### src/rtl/rightshift_seq_if.sv
// Operand/result handshake bundle for rightshift_seq.
// master = producer/consumer side, slave = the shifter.
interface rightshift_seq_if #(
    parameter int WIDTH   = 16,
    parameter int SHAMT_W = 4
);
    logic               in_valid;
    logic               in_ready;
    logic [WIDTH-1:0]   in_data;
    logic [SHAMT_W-1:0] in_shamt;
    logic               in_arith;
    logic               out_valid;
    logic               out_ready;
    logic [WIDTH-1:0]   out_data;
    logic               out_cout;

    modport master (
        output in_valid, in_data, in_shamt, in_arith, out_ready,
        input  in_ready, out_valid, out_data, out_cout
    );

    modport slave (
        input  in_valid, in_data, in_shamt, in_arith, out_ready,
        output in_ready, out_valid, out_data, out_cout
    );
endinterface

### src/rtl/rightshift_seq.sv
// Sequential right shifter: one bit per clock, IDLE -> SHIFT -> DONE handshake.
// Define RSHIFT_ARITH_EN to honour in_arith (sign fill); otherwise the fill is always 0.
module rightshift_seq #(
    parameter int WIDTH   = 16,
    parameter int SHAMT_W = 4   // 2**SHAMT_W must equal WIDTH
) (
    input  logic             clk,
    input  logic             rst_n,
    rightshift_seq_if.slave  bus
);
    typedef enum logic [1:0] {IDLE, SHIFT, DONE} state_t;

    state_t             state_reg;
    logic [WIDTH-1:0]   data_reg;
    logic [SHAMT_W-1:0] count_reg;
    logic               cout_reg;
    logic               fill;

`ifdef RSHIFT_ARITH_EN
    logic               arith_reg;
    assign fill = arith_reg & data_reg[WIDTH-1];
`else
    logic               arith_unused;
    assign arith_unused = bus.in_arith;
    assign fill         = 1'b0;
`endif

    always_ff @(posedge clk or negedge rst_n) begin
        if (!rst_n) begin
            state_reg <= IDLE;
            data_reg  <= '0;
            count_reg <= '0;
            cout_reg  <= 1'b0;
`ifdef RSHIFT_ARITH_EN
            arith_reg <= 1'b0;
`endif
        end else begin
            case (state_reg)
                IDLE: begin
                    if (bus.in_valid) begin
                        data_reg  <= bus.in_data;
                        count_reg <= bus.in_shamt;
                        cout_reg  <= 1'b0;
`ifdef RSHIFT_ARITH_EN
                        arith_reg <= bus.in_arith;
`endif
                        state_reg <= SHIFT;
                    end
                end
                SHIFT: begin
                    // The edge that finds count exhausted only moves to DONE.
                    if (count_reg != '0) begin
                        data_reg  <= {fill, data_reg[WIDTH-1:1]};
                        cout_reg  <= data_reg[0];
                        count_reg <= count_reg - 1'b1;
                    end else begin
                        state_reg <= DONE;
                    end
                end
                DONE: begin
                    if (bus.out_ready)
                        state_reg <= IDLE;
                end
                default: state_reg <= IDLE;
            endcase
        end
    end

    assign bus.in_ready  = (state_reg == IDLE);
    assign bus.out_valid = (state_reg == DONE);
    assign bus.out_data  = data_reg;
    assign bus.out_cout  = cout_reg;
endmodule

### src/flat_wrapper.sv
// flat-port wrapper written by rule: the top's interface ports become plain ports
module rightshift_seq_flat 
#(
    parameter int WIDTH   = 16,
    parameter int SHAMT_W = 4                                 
)
  (clk, rst_n, bus_in_valid, bus_in_data, bus_in_shamt, bus_in_arith, bus_out_ready, bus_in_ready, bus_out_valid, bus_out_data, bus_out_cout);
  rightshift_seq_if #(.WIDTH(WIDTH), .SHAMT_W(SHAMT_W)) bus_i ();
  input  logic clk;
  input  logic rst_n;
  input wire logic [$bits(bus_i.in_valid)-1:0] bus_in_valid;
  input wire logic [$bits(bus_i.in_data)-1:0] bus_in_data;
  input wire logic [$bits(bus_i.in_shamt)-1:0] bus_in_shamt;
  input wire logic [$bits(bus_i.in_arith)-1:0] bus_in_arith;
  input wire logic [$bits(bus_i.out_ready)-1:0] bus_out_ready;
  output wire logic [$bits(bus_i.in_ready)-1:0] bus_in_ready;
  output wire logic [$bits(bus_i.out_valid)-1:0] bus_out_valid;
  output wire logic [$bits(bus_i.out_data)-1:0] bus_out_data;
  output wire logic [$bits(bus_i.out_cout)-1:0] bus_out_cout;
  assign bus_i.in_valid = bus_in_valid;
  assign bus_i.in_data = bus_in_data;
  assign bus_i.in_shamt = bus_in_shamt;
  assign bus_i.in_arith = bus_in_arith;
  assign bus_i.out_ready = bus_out_ready;
  assign bus_in_ready = bus_i.in_ready;
  assign bus_out_valid = bus_i.out_valid;
  assign bus_out_data = bus_i.out_data;
  assign bus_out_cout = bus_i.out_cout;
  rightshift_seq #(.WIDTH(WIDTH), .SHAMT_W(SHAMT_W)) u_core (.clk(clk), .rst_n(rst_n), .bus(bus_i));
endmodule
### config.mk
export PLATFORM = sky130hd
export DESIGN_NAME = rightshift_seq_flat
export DESIGN_NICKNAME = d
export VERILOG_FILES = /design/src/rtl/rightshift_seq_if.sv /design/src/rtl/rightshift_seq.sv /design/src/flat_wrapper.sv
export SDC_FILE = /design/constraint.sdc
export NUM_CORES = 1
export LEC_CHECK = 0
export BUFFER_PORTS_ARGS = -buffer_cell sky130_fd_sc_hd__buf_2
export CORE_MARGIN = 5
export CORE_UTILIZATION = 50
export CTS_BUF_LIST = sky130_fd_sc_hd__clkbuf_16
export CTS_CLUSTER_SIZE = 12
export DETAILED_ROUTE_END_ITERATION = 16
export HOLD_SLACK_MARGIN = 0.12
export PLACE_DENSITY = 0.83
export SLEW_MARGIN = 20
export SYNTH_ARGS = -nofsm -noshare
export SYNTH_HDL_FRONTEND = slang
export SYNTH_SLANG_ARGS = --single-unit
export TNS_END_PERCENT = 30
### constraint.sdc
create_clock -name clk -period 2.93 [get_ports clk]
set_clock_uncertainty 0.15 [all_clocks]
set_input_delay 0.7325 -clock clk [delete_from_list [all_inputs] [get_ports clk]]
set_output_delay 0.7325 -clock clk [all_outputs]
set_load 0.01 [all_outputs]
* Word level (Yosys, flattened, before mapping) *
Cells that the tools add are included.

word-level totals
  register bits = 23
  bits of input ports = 25
  output and inout bits = 19
  word-level logic and storage cells = 29

operators by class
  add/subtract/negate cells = 1
  equal/unequal tests = 6
  mux-type cells = 13
  reduce and logical (&&, ||, !) cells = 5

operators with widths
  cell                                                                     number
  16-bit 2-to-1 mux                                                        2
  16-bit one-hot mux with 2 select lines                                   1
  4-bit 2-to-1 mux                                                         2
  4-bit one-hot mux with 2 select lines                                    1
  2-bit 2-to-1 mux                                                         3
  2-bit inequality test, second input constant                             3
  2-bit one-hot mux with 3 select lines                                    1
  3-bit AND reduction                                                      2
  4-bit nonzero test                                                       1
  4-bit by 1-bit subtractor with 4-bit output, second input constant       1
  2-bit by 1-bit == test with 1-bit output, second input constant          1
  2-bit == test, second input constant                                     1
  2-bit zero test                                                          1
  1-bit 2-to-1 mux                                                         2
  2-bit by 1-bit inequality test with 1-bit output, second input constant  1
  1-bit one-hot mux with 2 select lines                                    1
  2-bit nonzero test                                                       1

* Depth between registers and ports, before layout *
Gate-level depths: netlist (run 1).

  word-level depth = 3
  gate-level depth with buffers = 8
  depth with buffers taken out = 6

* Least setup slack after synthesis (run 1) *
OpenSTA, ideal clock, no wires.

  path type = input-to-reg
  start point = in bus_in_valid
  end point = reg u_core.data_reg[0] (netlist: u_core.bus.out_data[0])
  setup time = 77 ps
  arrival = 1468 ps
  data required time = 2703 ps
  path slack = 1234 ps
  stages = 6
  buffers on the path = 2
  path through = o21ba_1 buf_2 nand2_2 inv_2 buf_4 a21oi_1

on the way
  word-level cells in the longest chain between the ends = 2

ends and longest elaborated chain
  item                                    RTL line              source
  start, declared                         flat_wrapper.sv:11    input wire logic [$bits(bus_i.in_valid)-1:0] bus_in_valid;
  2-bit inequality test (no source line)  n/a
  3-bit AND reduction (no source line)    n/a
  end signal, assigned                    rightshift_seq.sv:41  data_reg <= bus.in_data;
  end signal, assigned                    rightshift_seq.sv:53  data_reg <= {fill, data_reg[WIDTH-1:1]};
  end, declared                           rightshift_seq.sv:14  logic [WIDTH-1:0] data_reg;

No other way between the ends.
A chain may end at the register's enable or synchronous reset.

* Final worst setup path (run 1) *
  start point = reg u_core.state_reg[0]
  end point = out bus_out_valid

on the way
  word-level cells in the longest chain between the ends = 1

ends and longest elaborated chain
  item                    RTL line              source
  start, declared         rightshift_seq.sv:13  state_t state_reg;
  start signal, assigned  rightshift_seq.sv:30  state_reg <= IDLE;
  start signal, assigned  rightshift_seq.sv:47  state_reg <= SHIFT;
  start signal, assigned  rightshift_seq.sv:57  state_reg <= DONE;
  2-bit == test           rightshift_seq.sv:70  assign bus.out_valid = (state_reg == DONE);
  end, declared           flat_wrapper.sv:17    output wire logic [$bits(bus_i.out_valid)-1:0] bus_out_valid;

No other way between the ends.

==> run metrics, run 1 <==
Synth Area in XOR/XNOR 0%; Rel. slew slack 66.4%; CTS buffer count 3; Initial DRC Count 18; final setup vio count 0; num ports 44; critical path required time 2.05 ns; post-synthesis adder-cell area fraction 1.04%; Core ar. 0.00225 mm^2; DRT Wirelength 2780 um; peak supply drop 669 uV; most frequent cells in the layout buf_2 (42), a21oi_1 (31), dfrtp_1 (23); syn nets 139; Row Count 17; synth top area cells dfrtp_1 (48%), mux2i_1 (14%), a21oi_1 (13%), buf_2 (2.9%), a2111oi_4 (2.3%); PortBufs 42; die area 0.00350 mm^2; Die Height 59.1 um; Critical Path Sink Type output port; die width 59.1 um; total gr overflow 0; Ant. Diodes 0; Crit Path Max Fanout 13; max-slew violations 0; total track usage 17.9%; mapped cell area 0.00121 mm^2; Yosys Warn Count 0; Tot Pwr 0.00182 W; initial antenna violation count 0; NumNets Final 180; vias after detailed routing 1,034; max_cap viols 0; clock-pin transition on the worst setup and hold timing paths 0.06 ns; largest family of logic cells by synthesized area compound AO/OA/AOI/OAI gates; class of the most critical setup path flip-flop to output port; FF-to-FF path depth 4; Avg Inst Size Synth 10.7 um^2; Vias per Instance 5.71; postcts setup bufs 0; post-cts sizing count 0; CP Launch Type flip-flop; fin crit share 71.2%; PwrDens 1210 mW/mm^2; drt pass-1 iters 4; Critical Path AT 1.20 ns; Synth top area share 47.7%; number of H-tree levels 1; Netlist cell types 30; GPL Wtd Cong 0.771; clock sinks 23; outcome finished, final reports clean; f_max 479 MHz; CTS Root Cell clkbuf_16; mux share of post-synthesis cell area 14.1%; most common cell after layout, fill and taps aside buf_2; first-pass GRT wire length 4810 um; vias in the first global route 1,053; WL/cell 15.3 um; largest net degree at the start of global routing 24; number of synthesized register bits 23; clk buf depth 2; # DRC 0; Setup TNS 0 ns; ys async rst share 100%; Compound-Gate Fraction of Synth Area 21.7%; number of flip-flops in the largest register 16; Initial Util 53.6%; Post-synth EDFFs 0; DRT antenna net count 0; classification of the worst-slack hold path primary input to asynchronous set/reset pin; Clock Latency Late Sink 0.25 ns; sequential area share after synthesis 47.7%; Leakage 0.798 nW; Yosys top cell by area dfrtp_1; fin crit period 2.09 ns; post-cts hold buffer count 0; post-layout util 66.8%; ys flop type dfrtp_1; TritonCTS clock tree built; fraction of layout cells with a size suffix above 1 36.6%; worst-margin pin slew 0.504 ns; Syn Inst Count 113; final hold violation count 0; dpl hpwl 1940 um; Synth Area in Simple Gates 10.2%; unrepaired setup endpoints after global routing no; Layout area overhead 24.8%
cell type report:
cell class	count	area, um^2
fill	190	748
sequential	23	576
multi-input combinational	77	569
timing repair buffer	45	233
clock buffer	3	75.1
tap	28	35.0
inverter	4	15.0
clock inverter	1	3.75
kinds of logic (layout without fill, tap and decap cells):
kind of cell | count (synthesis) | in the layout
adders and majority gates | 1 | 1
AOI/OAI and AO/OA | 42 | 42
and+or+nand+nor | 17 | 17
muxes | 17 | 17
DFF | 23 | 23
buffers and inverters | 13 | 53
report_power, final:
group / switching (W) / internal (W)
Combinational: 0.000470 / 0.000437
Sequential: 0.000144 / 0.000480
Clock: 0.000103 / 0.000182
worst paths after layout:
check,from,slack (ns),to
worst max-delay path,u_core.state_reg[0],0.84,bus_out_valid
worst min-delay path,rst_n,0.29,u_core.count_reg[1]
worst max register to register,u_core.state_reg[0],0.95,u_core.bus.out_data[5]
worst min register to register,u_core.bus.out_cout,0.36,u_core.bus.out_cout
max in group asynchronous,rst_n,2.00,u_core.bus.out_data[6]
min in group clk,u_core.bus.out_cout,0.36,u_core.bus.out_cout
Yosys cell counts, types with 2 or more instances:
master and instances:
mux2i_1 17, buf_4 2, buf_2 7, nand2_1 2, inv_1 2, nor4b_1 2
a21oi_1 31, dfrtp_1 23, inv_2 2, nor2_1 3, nand3b_1 2, o21ai_1 2
critical path: stages, from the launching register on:
cell      delay (ns)
dfrtp_1         0.59
nand2b_1        0.20
inv_2           0.03
buf_2           0.13
metal layers:
metal / vias up / GRT usage [%] / share of wire (%) / wire length, um
met1: 499 / 23.1 / 42 / 1160
met3: 7 / 3.70 / 5.5 / 152
li1: 493 / - / - / -
met5: - / 0 / 0 / 0
met2: 35 / 28.9 / 51 / 1400
met4: 0 / 8.09 / 2.1 / 57
stage by stage:
stage / worst slack, ns / cells / instance area [um^2] / hold slack, ns
6_report: 0.843 / 181 / 1510 / 0.293
2_1_floorplan: 1.23 / 113 / 1210 / 0.287
4_1_cts: 0.852 / 181 / 1510 / 0.310
3_3_place_gp: 0.934 / 177 / 1430 / 0.338
5_1_grt: 0.757 / 181 / 1510 / 0.335
3_5_place_dp: 0.858 / 177 / 1430 / 0.356
No activity file was read; power rests on OpenSTA's default activity.
==> run 2, diff against run 1 <==
--- a/config.mk
+++ b/config.mk
@@ -7,12 +7,12 @@
 export LEC_CHECK = 0
 export BUFFER_PORTS_ARGS = -buffer_cell sky130_fd_sc_hd__buf_2
 export CORE_MARGIN = 5
-export CORE_UTILIZATION = 50
+export CORE_UTILIZATION = 48
 export CTS_BUF_LIST = sky130_fd_sc_hd__clkbuf_16
 export CTS_CLUSTER_SIZE = 12
 export DETAILED_ROUTE_END_ITERATION = 16
 export HOLD_SLACK_MARGIN = 0.12
-export PLACE_DENSITY = 0.83
+export PLACE_DENSITY = 0.8
 export SLEW_MARGIN = 20
 export SYNTH_ARGS = -nofsm -noshare
 export SYNTH_HDL_FRONTEND = slang
==> constraint.sdc (replaced) <==
create_clock -name clk -period 2 [get_ports clk]
set_clock_uncertainty 0.15 [all_clocks]
set_input_delay 0.5 -clock clk [delete_from_list [all_inputs] [get_ports clk]]
set_output_delay 0.5 -clock clk [all_outputs]
set_load 0.01 [all_outputs]
==> run metrics, run 2 (same netlist as run 1, synthesis figures left out) <==
flop2flop setup slack 0.23 ns; Leakage 0.806 nW; total track usage 16.6%; DRT antenna net count 0; most common cell after layout, fill and taps aside buf_2; Clock Latency Late Sink 0.25 ns; Filler cells 213; Layout area overhead 26.4%; Critical Path Sink Type output port; final setup vio count 0; DP Worst Slack 0.286 ns; vias in the first global route 1,058; classification of the worst-slack hold path primary input to flip-flop; post-cts hold buffer count 1; clock sinks 23; die area 0.00362 mm^2; NumNets Final 182; worst-margin pin slew 0.508 ns; final setup margin 0.138 ns; initial antenna violation count 0; WL/cell 15.5 um; post-cts sizing count 0; register area 576 um^2; vias after detailed routing 1,028; fin crit share 93.1%; dpl hpwl 2070 um; number of H-tree levels 1; DP Area 0.00144 mm^2; Vias per Instance 5.56; max_cap viols 0; clk buf depth 2; max-slew violations 0; Post-Place Cells 180; number of flip-flops in the largest register 16; DRT Wirelength 2860 um; Critical Path AT 1.21 ns; critical path required time 1.35 ns; final hold violation count 0; FF-to-FF path depth 6; Initial Util 49.6%; PortBufs 42; Rel. slew slack 66.1%; num ports 44; Ant. Diodes 0; outcome finished, final reports clean; CTS buffer count 3; postcts setup bufs 0; Hold Crit Start bus_out_ready; Initial DRC Count 19; most frequent cells in the layout buf_2 (42), a21oi_1 (31), dfrtp_1 (23); worst hold path depth 2; peak supply drop 961 uV; PwrDens 1760 mW/mm^2; class of the most critical setup path flip-flop to output port; end of the worst hold path u_core.state_reg[1]; die width 60.2 um; clock-pin transition on the worst setup and hold timing paths 0.06 ns; drt pass-1 iters 4; final std cells w/o fill 185; Core ar. 0.00243 mm^2; R2R Path Start u_core.count_reg[0]; total gr overflow 0; fraction of layout cells with a size suffix above 1 36.8%; unrepaired setup endpoints after global routing no; Crit Path Max Fanout 13; area of the multi-input gates 569 um^2; f_max 537 MHz; Setup TNS 0 ns; fin crit period 1.86 ns; CTS Root Cell clkbuf_16; largest net degree at the start of global routing 24; # DRC 0; Row Count 18; CP Launch Type flip-flop; post-layout instance area 0.00153 mm^2; GPL Wtd Cong 0.752; Die Height 60.2 um; TritonCTS clock tree built; first-pass GRT wire length 4600 um; reg2reg end u_core.count_reg[1]
-- run 2: how the worst max path moves through the flow --
stage	endpoint	depth (start not counted)	slack, ns	from
2_1_floorplan	u_core.count_reg[2]	8	0.41	u_core.count_reg[0]
3_3_place_gp	u_core.count_reg[1]	6	0.35	u_core.count_reg[0]
3_5_place_dp	u_core.count_reg[1]	6	0.29	u_core.count_reg[0]
4_1_cts	bus_out_valid	3	0.15	u_core.state_reg[0]
5_1_grt	bus_out_valid	3	0.07	u_core.state_reg[0]
6_report	bus_out_valid	3	0.14	u_core.state_reg[0]
-- run 2: layout make-up --
cell class	instances	share of cell area, %
Sequential cell	23	37.7
Tap cell	30	2.46
Timing Repair Buffer	47	16.4
Clock buffer	3	4.92
Clock inverter	1	0.246
Inverter	4	0.984
Multi-Input combinational cell	77	37.3
-- run 2: layer usage --
layer	track usage (%)	vias to the layer above	share of wire (%)
met2	29.9	32	53
met4	3.80	0	0.98
met3	3.46	4	4.8
li1	-	504	-
met1	19.9	488	42
met5	0	-	0
-- run 2: report_power, final --
group / total [W] / internal (W) / leakage (nW) / switching (W)
clock network: 0.000419 / 0.000266 / 0.0423 / 0.000153
logic: 0.00135 / 0.000657 / 0.496 / 0.000692
registers: 0.000919 / 0.000703 / 0.268 / 0.000217
-- run 2: critical path, stage by stage, from the launching register on --
cell and delay (ns):
dfrtp_1 0.60, nand2b_1 0.21, inv_2 0.03, buf_2 0.13
-- run 2: through the flow --
stage	utilization [%]	total power, W	hold slack (ns)
detailed placement	59.1	0.00228	0.346
global route	62.8	0.00289	0.281
finish	62.8	0.00269	0.274
global placement	59.1	0.00220	0.337
CTS	62.8	0.00271	0.279
floorplan	-	0.00188	0.0544
